[src/rtl/uart_rx_8n1_if.sv]
// Serial-receiver signal bundle: the line into the receiver and the byte/strobe/status outputs.
// master drives the line and consumes results; slave is the receiver itself.
interface uart_rx_8n1_if;
    logic       uart_rxd;
    logic [7:0] rx_data;
    logic       rx_valid;
    logic       frame_err;
    logic       parity_err;
    logic       rx_busy;

    modport master (
        output uart_rxd,
        input  rx_data,
        input  rx_valid,
        input  frame_err,
        input  parity_err,
        input  rx_busy
    );

    modport slave (
        input  uart_rxd,
        output rx_data,
        output rx_valid,
        output frame_err,
        output parity_err,
        output rx_busy
    );
endinterface

[src/rtl/uart_rx_8n1.sv]
// UART receiver, 8 data bits LSB first, 1 start / 1 stop; define UART_RX_PARITY_EN for 8E1.
// Latency: strobe ~9.5 bit periods + 3 clocks after the start edge; no backpressure, byte must be taken on rx_valid.
// Backpressure: none; a new byte overwrites rx_data.
module uart_rx_8n1 #(
    parameter int CLK_FREQ = 50_000_000,
    parameter int BAUD     = 9600
) (
    input  logic          clk_50M,
    input  logic          reset,
    uart_rx_8n1_if.slave  rx_if
);
    localparam int CLKS_PER_BIT = CLK_FREQ / BAUD;
    localparam int CW           = $clog2(CLKS_PER_BIT);
    localparam logic [CW-1:0] C_LAST = CW'(CLKS_PER_BIT - 1);
    localparam logic [CW-1:0] C_MID  = CW'(CLKS_PER_BIT / 2 - 1);

    typedef enum logic [2:0] {
        S_IDLE,
        S_START,
        S_DATA,
        S_PARITY,
        S_STOP,
        S_WAIT_IDLE
    } state_t;

    state_t          r_state;
    state_t          w_state_nxt;
    logic [1:0]      r_sync;
    logic [CW-1:0]   r_baud_cnt;
    logic [2:0]      r_bit_idx;
    logic [7:0]      r_shift;
    logic [7:0]      r_rx_data;
    logic            r_rx_valid;
    logic            r_frame_err;

    logic            w_rxs;
    logic            w_tick;
    logic            w_mid;
    logic            w_cnt_clr;
    logic            w_shift_en;
    logic            w_valid_set;
    logic            w_ferr_set;

`ifdef UART_RX_PARITY_EN
    logic            r_par_bad;
    logic            r_parity_err;
    logic            w_par_en;
    logic            w_perr_set;
`endif

    assign w_rxs  = r_sync[1];
    assign w_tick = (r_baud_cnt == C_LAST);
    assign w_mid  = (r_baud_cnt == C_MID);

    // State register
    always_ff @(posedge clk_50M) begin
        if (reset) begin
            r_state <= S_IDLE;
        end else begin
            r_state <= w_state_nxt;
        end
    end

    // Next-state logic; the stop bit is judged at its midpoint so IDLE is back
    // in time for a start edge that immediately follows it.
    always_comb begin
        w_state_nxt = r_state;
        case (r_state)
            S_IDLE: begin
                if (!w_rxs) w_state_nxt = S_START;
            end
            S_START: begin
                if (w_mid) w_state_nxt = w_rxs ? S_IDLE : S_DATA;
            end
            S_DATA: begin
                if (w_tick && (r_bit_idx == 3'd7)) begin
`ifdef UART_RX_PARITY_EN
                    w_state_nxt = S_PARITY;
`else
                    w_state_nxt = S_STOP;
`endif
                end
            end
`ifdef UART_RX_PARITY_EN
            S_PARITY: begin
                if (w_tick) w_state_nxt = S_STOP;
            end
`endif
            S_STOP: begin
                if (w_tick) w_state_nxt = w_rxs ? S_IDLE : S_WAIT_IDLE;
            end
            S_WAIT_IDLE: begin
                if (w_rxs) w_state_nxt = S_IDLE;
            end
            default: w_state_nxt = S_IDLE;
        endcase
    end

    // Output / control decode
    always_comb begin
        w_cnt_clr   = (w_state_nxt != r_state)
                   || (r_state == S_IDLE)
                   || (r_state == S_WAIT_IDLE)
                   || ((r_state == S_DATA) && w_tick);
        w_shift_en  = (r_state == S_DATA) && w_tick;
        w_valid_set = (r_state == S_STOP) && w_tick && w_rxs;
        w_ferr_set  = (r_state == S_STOP) && w_tick && !w_rxs;
`ifdef UART_RX_PARITY_EN
        w_par_en    = (r_state == S_PARITY) && w_tick;
        w_perr_set  = w_valid_set && r_par_bad;
`endif
    end

    // Datapath: synchronizer, baud counter, shift register, output strobes
    always_ff @(posedge clk_50M) begin
        if (reset) begin
            r_sync      <= 2'b11;
            r_baud_cnt  <= '0;
            r_bit_idx   <= 3'd0;
            r_shift     <= 8'h00;
            r_rx_data   <= 8'h00;
            r_rx_valid  <= 1'b0;
            r_frame_err <= 1'b0;
        end else begin
            r_sync <= {r_sync[0], rx_if.uart_rxd};

            if (w_cnt_clr) begin
                r_baud_cnt <= '0;
            end else begin
                r_baud_cnt <= r_baud_cnt + 1'b1;
            end

            if (r_state != S_DATA) begin
                r_bit_idx <= 3'd0;
            end else if (w_shift_en) begin
                r_bit_idx <= r_bit_idx + 3'd1;
            end

            if (w_shift_en) begin
                r_shift[r_bit_idx] <= w_rxs;
            end

            r_rx_valid  <= w_valid_set;
            r_frame_err <= w_ferr_set;
            if (w_valid_set) begin
                r_rx_data <= r_shift;
            end
        end
    end

`ifdef UART_RX_PARITY_EN
    // Even parity: the parity bit makes the 9-bit XOR zero.
    always_ff @(posedge clk_50M) begin
        if (reset) begin
            r_par_bad    <= 1'b0;
            r_parity_err <= 1'b0;
        end else begin
            if (w_par_en) begin
                r_par_bad <= (w_rxs != (^r_shift));
            end
            r_parity_err <= w_perr_set;
        end
    end

    assign rx_if.parity_err = r_parity_err;
`else
    assign rx_if.parity_err = 1'b0;
`endif

    assign rx_if.rx_data   = r_rx_data;
    assign rx_if.rx_valid  = r_rx_valid;
    assign rx_if.frame_err = r_frame_err;
    assign rx_if.rx_busy   = (r_state != S_IDLE);

endmodule

[src/flat_wrapper.sv]
// flat-port wrapper written by rule: the top's interface ports become plain ports
module uart_rx_8n1_flat 
#(
    parameter int CLK_FREQ = 50_000_000,
    parameter int BAUD     = 9600
)
  (clk_50M, reset, rx_if_uart_rxd, rx_if_rx_data, rx_if_rx_valid, rx_if_frame_err, rx_if_parity_err, rx_if_rx_busy);
  uart_rx_8n1_if rx_if_i ();
  input  logic clk_50M;
  input  logic reset;
  input wire logic [$bits(rx_if_i.uart_rxd)-1:0] rx_if_uart_rxd;
  output wire logic [$bits(rx_if_i.rx_data)-1:0] rx_if_rx_data;
  output wire logic [$bits(rx_if_i.rx_valid)-1:0] rx_if_rx_valid;
  output wire logic [$bits(rx_if_i.frame_err)-1:0] rx_if_frame_err;
  output wire logic [$bits(rx_if_i.parity_err)-1:0] rx_if_parity_err;
  output wire logic [$bits(rx_if_i.rx_busy)-1:0] rx_if_rx_busy;
  assign rx_if_i.uart_rxd = rx_if_uart_rxd;
  assign rx_if_rx_data = rx_if_i.rx_data;
  assign rx_if_rx_valid = rx_if_i.rx_valid;
  assign rx_if_frame_err = rx_if_i.frame_err;
  assign rx_if_parity_err = rx_if_i.parity_err;
  assign rx_if_rx_busy = rx_if_i.rx_busy;
  uart_rx_8n1 #(.CLK_FREQ(CLK_FREQ), .BAUD(BAUD)) u_core (.clk_50M(clk_50M), .reset(reset), .rx_if(rx_if_i));
endmodule
[config.mk]
export PLATFORM = sky130hd
export DESIGN_NAME = uart_rx_8n1_flat
export DESIGN_NICKNAME = d
export VERILOG_FILES = /design/src/rtl/uart_rx_8n1_if.sv /design/src/rtl/uart_rx_8n1.sv /design/src/flat_wrapper.sv
export SDC_FILE = /design/constraint.sdc
export NUM_CORES = 1
export LEC_CHECK = 0
export ABC_CLOCK_PERIOD_IN_PS = 3950
export CORE_UTILIZATION = 60
export DETAILED_ROUTE_END_ITERATION = 12
export GPL_TIMING_DRIVEN = 0
export PLACE_DENSITY_LB_ADDON = 0.15
export SETUP_SLACK_MARGIN = 0.2
export SLEW_MARGIN = 25
export SYNTH_ARGS = -nofsm -noshare
export SYNTH_HDL_FRONTEND = slang
export SYNTH_SLANG_ARGS = --single-unit
[constraint.sdc]
create_clock -name clk_50M -period 3.95 [get_ports clk_50M]
set_input_delay 0.79 -clock clk_50M [delete_from_list [all_inputs] [get_ports clk_50M]]
set_output_delay 0.79 -clock clk_50M [all_outputs]
set_load 0.005 [all_outputs]
==> summary.txt <==
Worst setup path
  – Worst endpoint required time: 3.16 ns
  – R2R Path End: u_core.r_baud_cnt[3]
  – Arrival @ worst endpoint: 1.77 ns
  – WS Path Type: reg -> out
  – R2R Setup Slk: 1.92 ns
  – CP max FO: 10
  – Reg2reg start: u_core.r_baud_cnt[0]
  – Crit path launch type: flip-flop
  – R2r worst-path depth: 5
  – Critical path capture point type: output port

Final layout
  – Commonest non-fill, non-tap cells in the layout: dfxtp_1 (39), nand2_1 (22), a21oi_1 (20), nand4_1 (18), o21ai_0 (17)
  – Multi-input logic area: 990 sq um
  – Commonest non-fill, non-tap cell in the layout: dfxtp_1
  – Final Core Density: 0.740
  – Fill count: 225
  – Diodes inserted: 0
  – Final instance area: 2110 sq um
  – Proportion of layout cells with a drive suffix above 1: 0.113
  – Nets: around 250
  – Area Overhead vs Synth: 12.9%
  – Reg area: 781 sq um

Synthesis
  – Post-Syn Area: 1870 sq um
  – Number of synthesized flops with an enable pin: 0
  – YS warnings: 0
  – Post-synth net total: 225
  – Post-Syn Area per Cell: 8.54 sq um
  – Cells after Synth: 219
  – Top area cells in the synthesized netlist: dfxtp_1 (42%), nand4_1 (6.0%), a21oi_1 (5.4%)
  – Post-synthesis sequential area ratio: 0.417
  – Post-synth top area share: 0.417
  – Main flop type after synthesis: dfxtp_1
  – Post-synth top area cell: dfxtp_1
  – Synth cell types: between 40 and 50
  – #FFs+latches synth: 39
  – Ys async rst share: 0

Global routing
  – Number of global-route vias before repair: 1614
  – Initial antenna violation count: 0
  – Grt ovf: 0
  – First-pass GRT wire length: ~7400 um
  – Tot GR Track Use: 0.294
  – Largest net degree at the start of global routing: 13

Power
  – P per Cell Area: 315 nW/um^2
  – Max VDD drop: 0.239 mV
  – Static Leak: 0.659 nW

Worst hold path
  – Worst hold path stage count: 1
  – HP Start: u_core.r_sync[0]
  – Tightest Hold Check Type: reg -> reg
  – Hold endpoint: u_core.r_sync[1]

Placement
  – IO Port Bufs: 13
  – Area of placed instances: 2040 sq um
  – Detailed Place HPWL: roughly 3100 um
  – GP Congestion: 0.920

Job
  – Max cap viols: 0

STA
  – Final Max Tran Viols: 0
  – Worst Hold Slack: about 0.42 ns
  – Worst Skew: 0.0198 ns
  – Finish-stage setup viols: 0
  – Tightest Pin Transition: between 0.8 and 0.9 ns
  – Slew HR: 0.403
  – TNS Setup: 0 ns
  – Period minus WS final: 2.56 ns
  – RSZ-0062 raised after global routing: no
  – F_max: between 300 and 400 MHz
  – Final hold violations: 0
  – Fin crit share: 0.648

Clocking
  – Post-cts sizing count: 0
  – # hold bufs at CTS: 0
  – Setup bufs post-CTS: 0
  – Worst skew pair latency: 0.36 ns
  – Root Buffer: clkbuf_4
  – CTS max path bufs: 2
  – Sink Count: 39
  – Cts bufs inserted: 5
  – Reg clk slew, reported paths: 0.12 ns
  – CTS tree: done
  – H-tree levels: 2

Die
  – Die Area: 3340 sq um
  – Die Ht: 57.8 um
  – CORE AREA: 2850 sq um
  – Chip width: between 50 and 60 um
  – Starting density of the core: 0.656
  – FP Rows: 19
  – IO Count: 15

Routing
  – DR iter-0 viols: 123
  – Detailed-route via count: approximately 1800
  – TritonRoute pass-1 iters: 11
  – Top sig layer: met4
  – Via density: roughly 6.5
  – Final WL: 4390 um
  – DRT met1 WL: 1910 um
  – Routed wire length on met3: 326 um
  – Routed len/inst: between 15 and 20 um
  – Post-route ant nets: 0
  – DRC Markers: 1
  – Metal2 WL: 2060 um

Run status
  – Failing checks: DRC
  – Status: complete, but fails checks
## layout make-up
cell class,instances,share of cell area
multi-input combinational,160,0.469
sequential,39,0.370
timing repair buffer,13,0.0616
buffer,15,0.0385
clock buffer,7,0.0308
tap,31,0.0184
inverter,5,0.00889
clock inverter,1,0.00355
## how the worst max path moves through the flow
stage / start / end / slack [ns] / depth (start not counted)
after floorplan: u_core.r_state[1] / rx_if_rx_busy / 2.28 / 2
after global placement: u_core.r_state[1] / rx_if_rx_busy / 1.81 / 3
after detailed placement: u_core.r_state[1] / rx_if_rx_busy / 1.80 / 3
after CTS: u_core.r_state[1] / rx_if_rx_busy / 1.38 / 3
after global routing: u_core.r_state[1] / rx_if_rx_busy / 1.29 / 3
final: u_core.r_state[1] / rx_if_rx_busy / 1.39 / 3
## critical path, stage by stage, from the launching register on
cell             delay, ns
dfxtp_1               0.39
buf_2                 0.20
or3_1                 0.38
clkdlybuf4s50_1       0.45
## per-stage QoR
step	std cells	power, mW	worst slack (ns)
6_report	271	0.665	1.39
5_1_grt	271	0.690	1.29
4_1_cts	271	0.661	1.38
3_5_place_dp	263	0.434	1.80
3_3_place_gp	263	0.432	1.81
2_1_floorplan	219	0.424	2.28
## where the power goes
part	switching, mW	total (mW)	internal [mW]
Combinational	0.0199	0.0298	0.00997
Sequential	0.00106	0.396	0.395
Clock	0.135	0.239	0.104
## cell usage after synthesis, types with 3 or more instances
library cell and count:
nor3b_1 3, xnor2_1 10, and4bb_2 3, xor2_1 3, inv_1 5, nand2_1 22
or2_2 3, nor3_1 12, a21oi_1 20, dfxtp_1 39, buf_2 5, nand3_1 6
o21ai_0 17, clkbuf_1 7, nor4_1 8, nor2_1 8, nand4_1 18, ha_1 3
## flip-flops by register name, indices dropped and copies added (netlist names)
name,flops
u_core.r_baud_cnt,13
u_core.r_shift,8
u_core.rx_if.rx_data,8
u_core.r_bit_idx,3
u_core.r_state,3
u_core.r_sync,2
u_core.rx_if.frame_err,1
u_core.rx_if.rx_valid,1
## kinds of logic after synthesis
kind of cell    Yosys count  share of synthesized area
xor+xnor                 13                     0.0609
simple gates             98                      0.308
buf+inv                  20                     0.0535
flops                    39                      0.417
fa+ha+maj                 3                     0.0201
compound gates           45                      0.138
other cells               1                    0.00200
## routing by layer
| layer | global-route usage | up-vias |
|---|---|---|
| li1 | - | 843 |
| met1 | 0.384 | 831 |
| met3 | 0.100 | 15 |
| met4 | 0.122 | 0 |
| met2 | 0.447 | 71 |
| met5 | 0 | - |
Power figures use the tool's default switching activity.
==> RTL change 1 (same flow settings) <==
`CLK_FREQ` is set to 50_000_000 in 2 places; all go to 200_000_000.
--- a/src/rtl/uart_rx_8n1.sv
+++ b/src/rtl/uart_rx_8n1.sv
@@ -2,7 +2,7 @@
 // Latency: strobe ~9.5 bit periods + 3 clocks after the start edge; no backpressure, byte must be taken on rx_valid.
 // Backpressure: none; a new byte overwrites rx_data.
 module uart_rx_8n1 #(
-    parameter int CLK_FREQ = 50_000_000,
+    parameter int CLK_FREQ = 200_000_000,
     parameter int BAUD     = 9600
 ) (
     input  logic          clk_50M,
--- a/src/flat_wrapper.sv
+++ b/src/flat_wrapper.sv
@@ -1,7 +1,7 @@
 // flat-port wrapper written by rule: the top's interface ports become plain ports
 module uart_rx_8n1_flat 
 #(
-    parameter int CLK_FREQ = 50_000_000,
+    parameter int CLK_FREQ = 200_000_000,
     parameter int BAUD     = 9600
 )
   (clk_50M, reset, rx_if_uart_rxd, rx_if_rx_data, rx_if_rx_valid, rx_if_frame_err, rx_if_parity_err, rx_if_rx_busy);
Formal check against the unedited RTL: same outputs for any inputs over 10 cycles, from zero or initial values and one cycle with reset high; that may be too few to reach the edited logic, so the function may still have changed.
==> RTL change 1 against the unedited design <==
  * Hold slack worse by 1.8 ps
  * Via count shrank 5.7%
  * Sequential power is 5.1% higher
  * Combinational power fell by 13%
  * Cell count increased by 4.1%
  * Total power is 4.0% lower
  * Area after synthesis grew 8.6%
  * Routed wire length shrank 6.5%
  * Final area grew 6.9%
  * Setup slack got worse by 5.7 ps
  * Sequential cell count rose by 2
  * Largest cell class unchanged
  * Largest power group unchanged
==> RTL change 1: results (changes against the unedited design) <==
Metal-1 WL 1911 um (about the same); dpl ws 1792 ps (-5.200 ps); flop2flop setup slack 1950 ps (+30 ps); worst r2r dst u_core.r_baud_cnt[4]; Hold WS 422.5 ps (-1.765 ps); max reg flops 15 (+2); metal3 WL 232 um (-29%); number of synthesized register bits 41 (+5.1%); GR met3 Demand/Resource 6.061% (-4.0 points); Worst-Skew Late Latency 340 ps (-20 ps); top cells by count, synth 41 x dfxtp_1, 21 x nand3_1, 12 x nand2b_1, 12 x o21ai_0; overall die area 3621 um^2 (+8.3%); WL final 4104 um (-6.5%); FF-to-FF path depth 8 (+3); fillcell total 254 (+13%); Post-Place Cells 274 (+4.2%); metal2 WL 1905 um (-7.3%); Clock-cell share 2.273% (-1.2 points); 1st-iter DRT viols 72 (-41%); Final #Nets 244 (-0.41%); count of cell types in the netlist 42 (+2.4%); ranking of synthesized cells by area dfxtp_1 40%, nand3_1 5.2%, mux2i_1 4.9%, nor3_2 4.9%, nand2b_1 3.7%; dpl hpwl 3064 um (-2.4%); Final Instance Area 2257 um^2 (+6.9%); via density per instance 5.883 (-9.4%); M2 GR Usage 38.15% (-6.5 points); Final Cycle Share 64.99% (+0.14 points); first-pass GRT wire length 6693 um (-9.9%); non-clk buf share 9.978% (-0.034 points); Final Skew 14.75 ps (-5.075 ps); Synth Instances 218 (-0.46%); inverter count 3 (-2); Area after DPL 2206 um^2 (+8.2%); gpl congestion 0.8945 (-2.8%); Routed WL per cell 14.55 um (-10%); Max-slew headroom 61.78% (+21 points); Multi-input comb cells 157 (-1.9%); met1 usage 33.64% (-4.8 points); Port Buffers 12 (-1); drt pass-1 iters 4 (-7); vias in the first global route 1484 (-8.1%); peak supply drop 0.1782 mV (-25%); Crit. Startpoint u_core.r_state[2]; clock buffers 6 (-1); Signal buffers 29 (+3.6%); status completed; Seq/total area 36.36% (-0.60 points); share of layout cells above drive strength 1 14.71% (+3.5 points); area occupied by multi-input gates 1094 um^2 (+10%)
-- RTL change 1: changes by cell type after synthesis, moves of 5 or more --
| cell | unedited run | this run |
|---|---|---|
| nor3_1 | 12 | 7 |
| nor4_1 | 8 | 3 |
| nand2_1 | 22 | 5 |
| mux2i_1 | 0 | 10 |
| nor3_2 | 0 | 10 |
| nand2b_1 | 1 | 12 |
| o21ai_0 | 17 | 12 |
| a21oi_1 | 20 | 10 |
| nand3_1 | 6 | 21 |
| nand4_1 | 18 | 8 |
-- RTL change 1: cell families after synthesis --
group                    count (synthesis)  synth area share, %
adder cells (fa/ha/maj)                  4                2.465
other                                    1               0.1847
multiplexers                            10                4.929
AND/OR/NAND/NOR                         99                31.55
flip-flops                              41                40.42
buffers and inverters                   20                5.730
AO/OA/AOI/OAI                           30                9.120
XOR/XNOR                                13                5.607
-- RTL change 1: power by group --
group | internal [mW] | switching, mW | leakage [nW]
clock network | 0.0679 | 0.129 | 0.0320
logic | 0.0107 | 0.0152 | 0.428
registers | 0.415 | 0.000779 | 0.331
==> RTL change 2 (same flow settings) <==
Without the edit above. Re-encode `state_t` (6 states) as one-hot, 6 bits wide.
--- a/src/rtl/uart_rx_8n1.sv
+++ b/src/rtl/uart_rx_8n1.sv
@@ -14,13 +14,13 @@
     localparam logic [CW-1:0] C_LAST = CW'(CLKS_PER_BIT - 1);
     localparam logic [CW-1:0] C_MID  = CW'(CLKS_PER_BIT / 2 - 1);
 
-    typedef enum logic [2:0] {
-        S_IDLE,
-        S_START,
-        S_DATA,
-        S_PARITY,
-        S_STOP,
-        S_WAIT_IDLE
+    typedef enum logic [5:0] {
+        S_IDLE      = 6'b000001,
+        S_START     = 6'b000010,
+        S_DATA      = 6'b000100,
+        S_PARITY    = 6'b001000,
+        S_STOP      = 6'b010000,
+        S_WAIT_IDLE = 6'b100000
     } state_t;
 
     state_t          r_state;
Formal check against the unedited RTL: same outputs for any inputs over 10 cycles, from zero or initial values and one cycle with reset high; not proved beyond that.
==> RTL change 2 against the unedited design <==
  * Count of clock-buffer cells in the layout unchanged
  * Routed wire length fell by 6.5%
  * Final area grew 9.7%
  * Total power is 2.5% higher
  * Maximum frequency is 0.54% lower
  * Setup slack got worse by 14 ps
  * Cell count grew 6.6%
  * Sequential cell count up 3
  * Highest routed layer unchanged
  * Area after synthesis is 11% higher
  * Hold slack improved by 25 ps
==> RTL change 2: results (changes against the unedited design) <==
Worst Tran Pin Value 1035 ps (+141.2 ps); GR met3 Demand/Resource 5.330% (-4.7 points); Final #Nets 250 (+2.0%); gpl congestion 0.8521 (-7.4%); met1 usage 31.61% (-6.8 points); ranking of synthesized cells by area dfxtp_1 41%, nor4_2 7.3%, mux2i_1 4.8%, nand2_1 4.5%, nor2_1 3.6%; Post-Place Cells 281 (+6.8%); top cells by count, synth 42 x dfxtp_1, 25 x nand2_1, 20 x nor2_1; Worst-Skew Late Latency 350 ps; fillcell total 270 (+20%); Final Non-Filler Cells 289 (+6.6%); P_leak 0.7894 nW (+20%); TritonCTS Buffers 5 (unchanged); count of cell types in the netlist 46 (+12%); status completed; dpl ws 1400 ps (-397.2 ps); Worst EP arrival 1790 ps (+20 ps); share of layout cells above drive strength 1 15.51% (+4.3 points); sequential fraction of the synthesis area 40.68% (-1.1 points); Worst Path Max Fanout 9 (-1); M2 GR Usage 39.72% (-4.9 points); Area after DPL 2256 um^2 (+11%); 1st-iter DRT viols 127 (+3.3%); dpl hpwl 2933 um (-6.6%); WL final 4101 um (-6.5%); drt pass-1 iters 4 (-7); peak supply drop 0.2319 mV (-2.8%); vias in the first global route 1492 (-7.6%); Critical Path Max Stage Delay 530 ps (+80 ps); first-pass GRT wire length 6644 um (-11%); via count 1669 (-5.2%); Synth Instances 223 (+1.8%)
[RTL change 2: cell types whose count changed after synthesis, moves of 5 or more]
cell      delta
nor4_2      +12
inv_1        -5
nand4b_1     +6
nor2_1      +12
o21ai_0     -15
nand4_1     -11
nor4_1       -5
nor3_1       -7
a21oi_1     -10
mux2i_1     +10
[RTL change 2: final timing paths]
kind / end / slack [ps] / cells past startpoint / start
hold reg to reg: u_core.r_sync[1] / 450 / 1 / u_core.r_sync[0]
setup / recovery: rx_if_rx_busy / 1370 / 4 / u_core.r_state[5]
setup reg to reg: u_core.r_baud_cnt[6] / 1400 / 7 / u_core.r_state[1]
hold / removal: u_core.r_sync[1] / 450 / 1 / u_core.r_sync[0]
[RTL change 2: cells by family after synthesis]
logic type	after synthesis
buf+inv	16
xor+xnor	13
flops	42
other cells	1
compound gates	24
fa+ha+maj	3
simple gates	114
mux	10
[RTL change 2: worst max-delay path: cells and delay by family (launching register included)]
| kind | cells | cell delay [ps] |
|---|---|---|
| buf+inv | 2 | 840 |
| flops | 1 | 320 |
| simple gates | 2 | 270 |
[RTL change 2: report_power, final]
part           internal (mW)  switching, mW
sequential             0.426        0.00276
combinational         0.0120         0.0178
clock                 0.0864          0.136
[RTL change 2: layer usage]
| layer | vias to the layer above | share of wire, % |
|---|---|---|
| met5 | - | 0 |
| met4 | 0 | 2.1 |
| met3 | 10 | 3.6 |
| met2 | 34 | 48 |
| met1 | 784 | 46 |
| li1 | 841 | - |
[RTL change 2: final cells by class]
class	count	area (um^2)	area share, %
clock buffer	7	55.05	2.377
tap	44	55.05	2.377
buffer	16	87.58	3.782
sequential	42	840.8	36.30
timing repair buffer	13	130.1	5.619
multi-input combinational	166	1142	49.32
clock inverter	1	5.005	0.2161
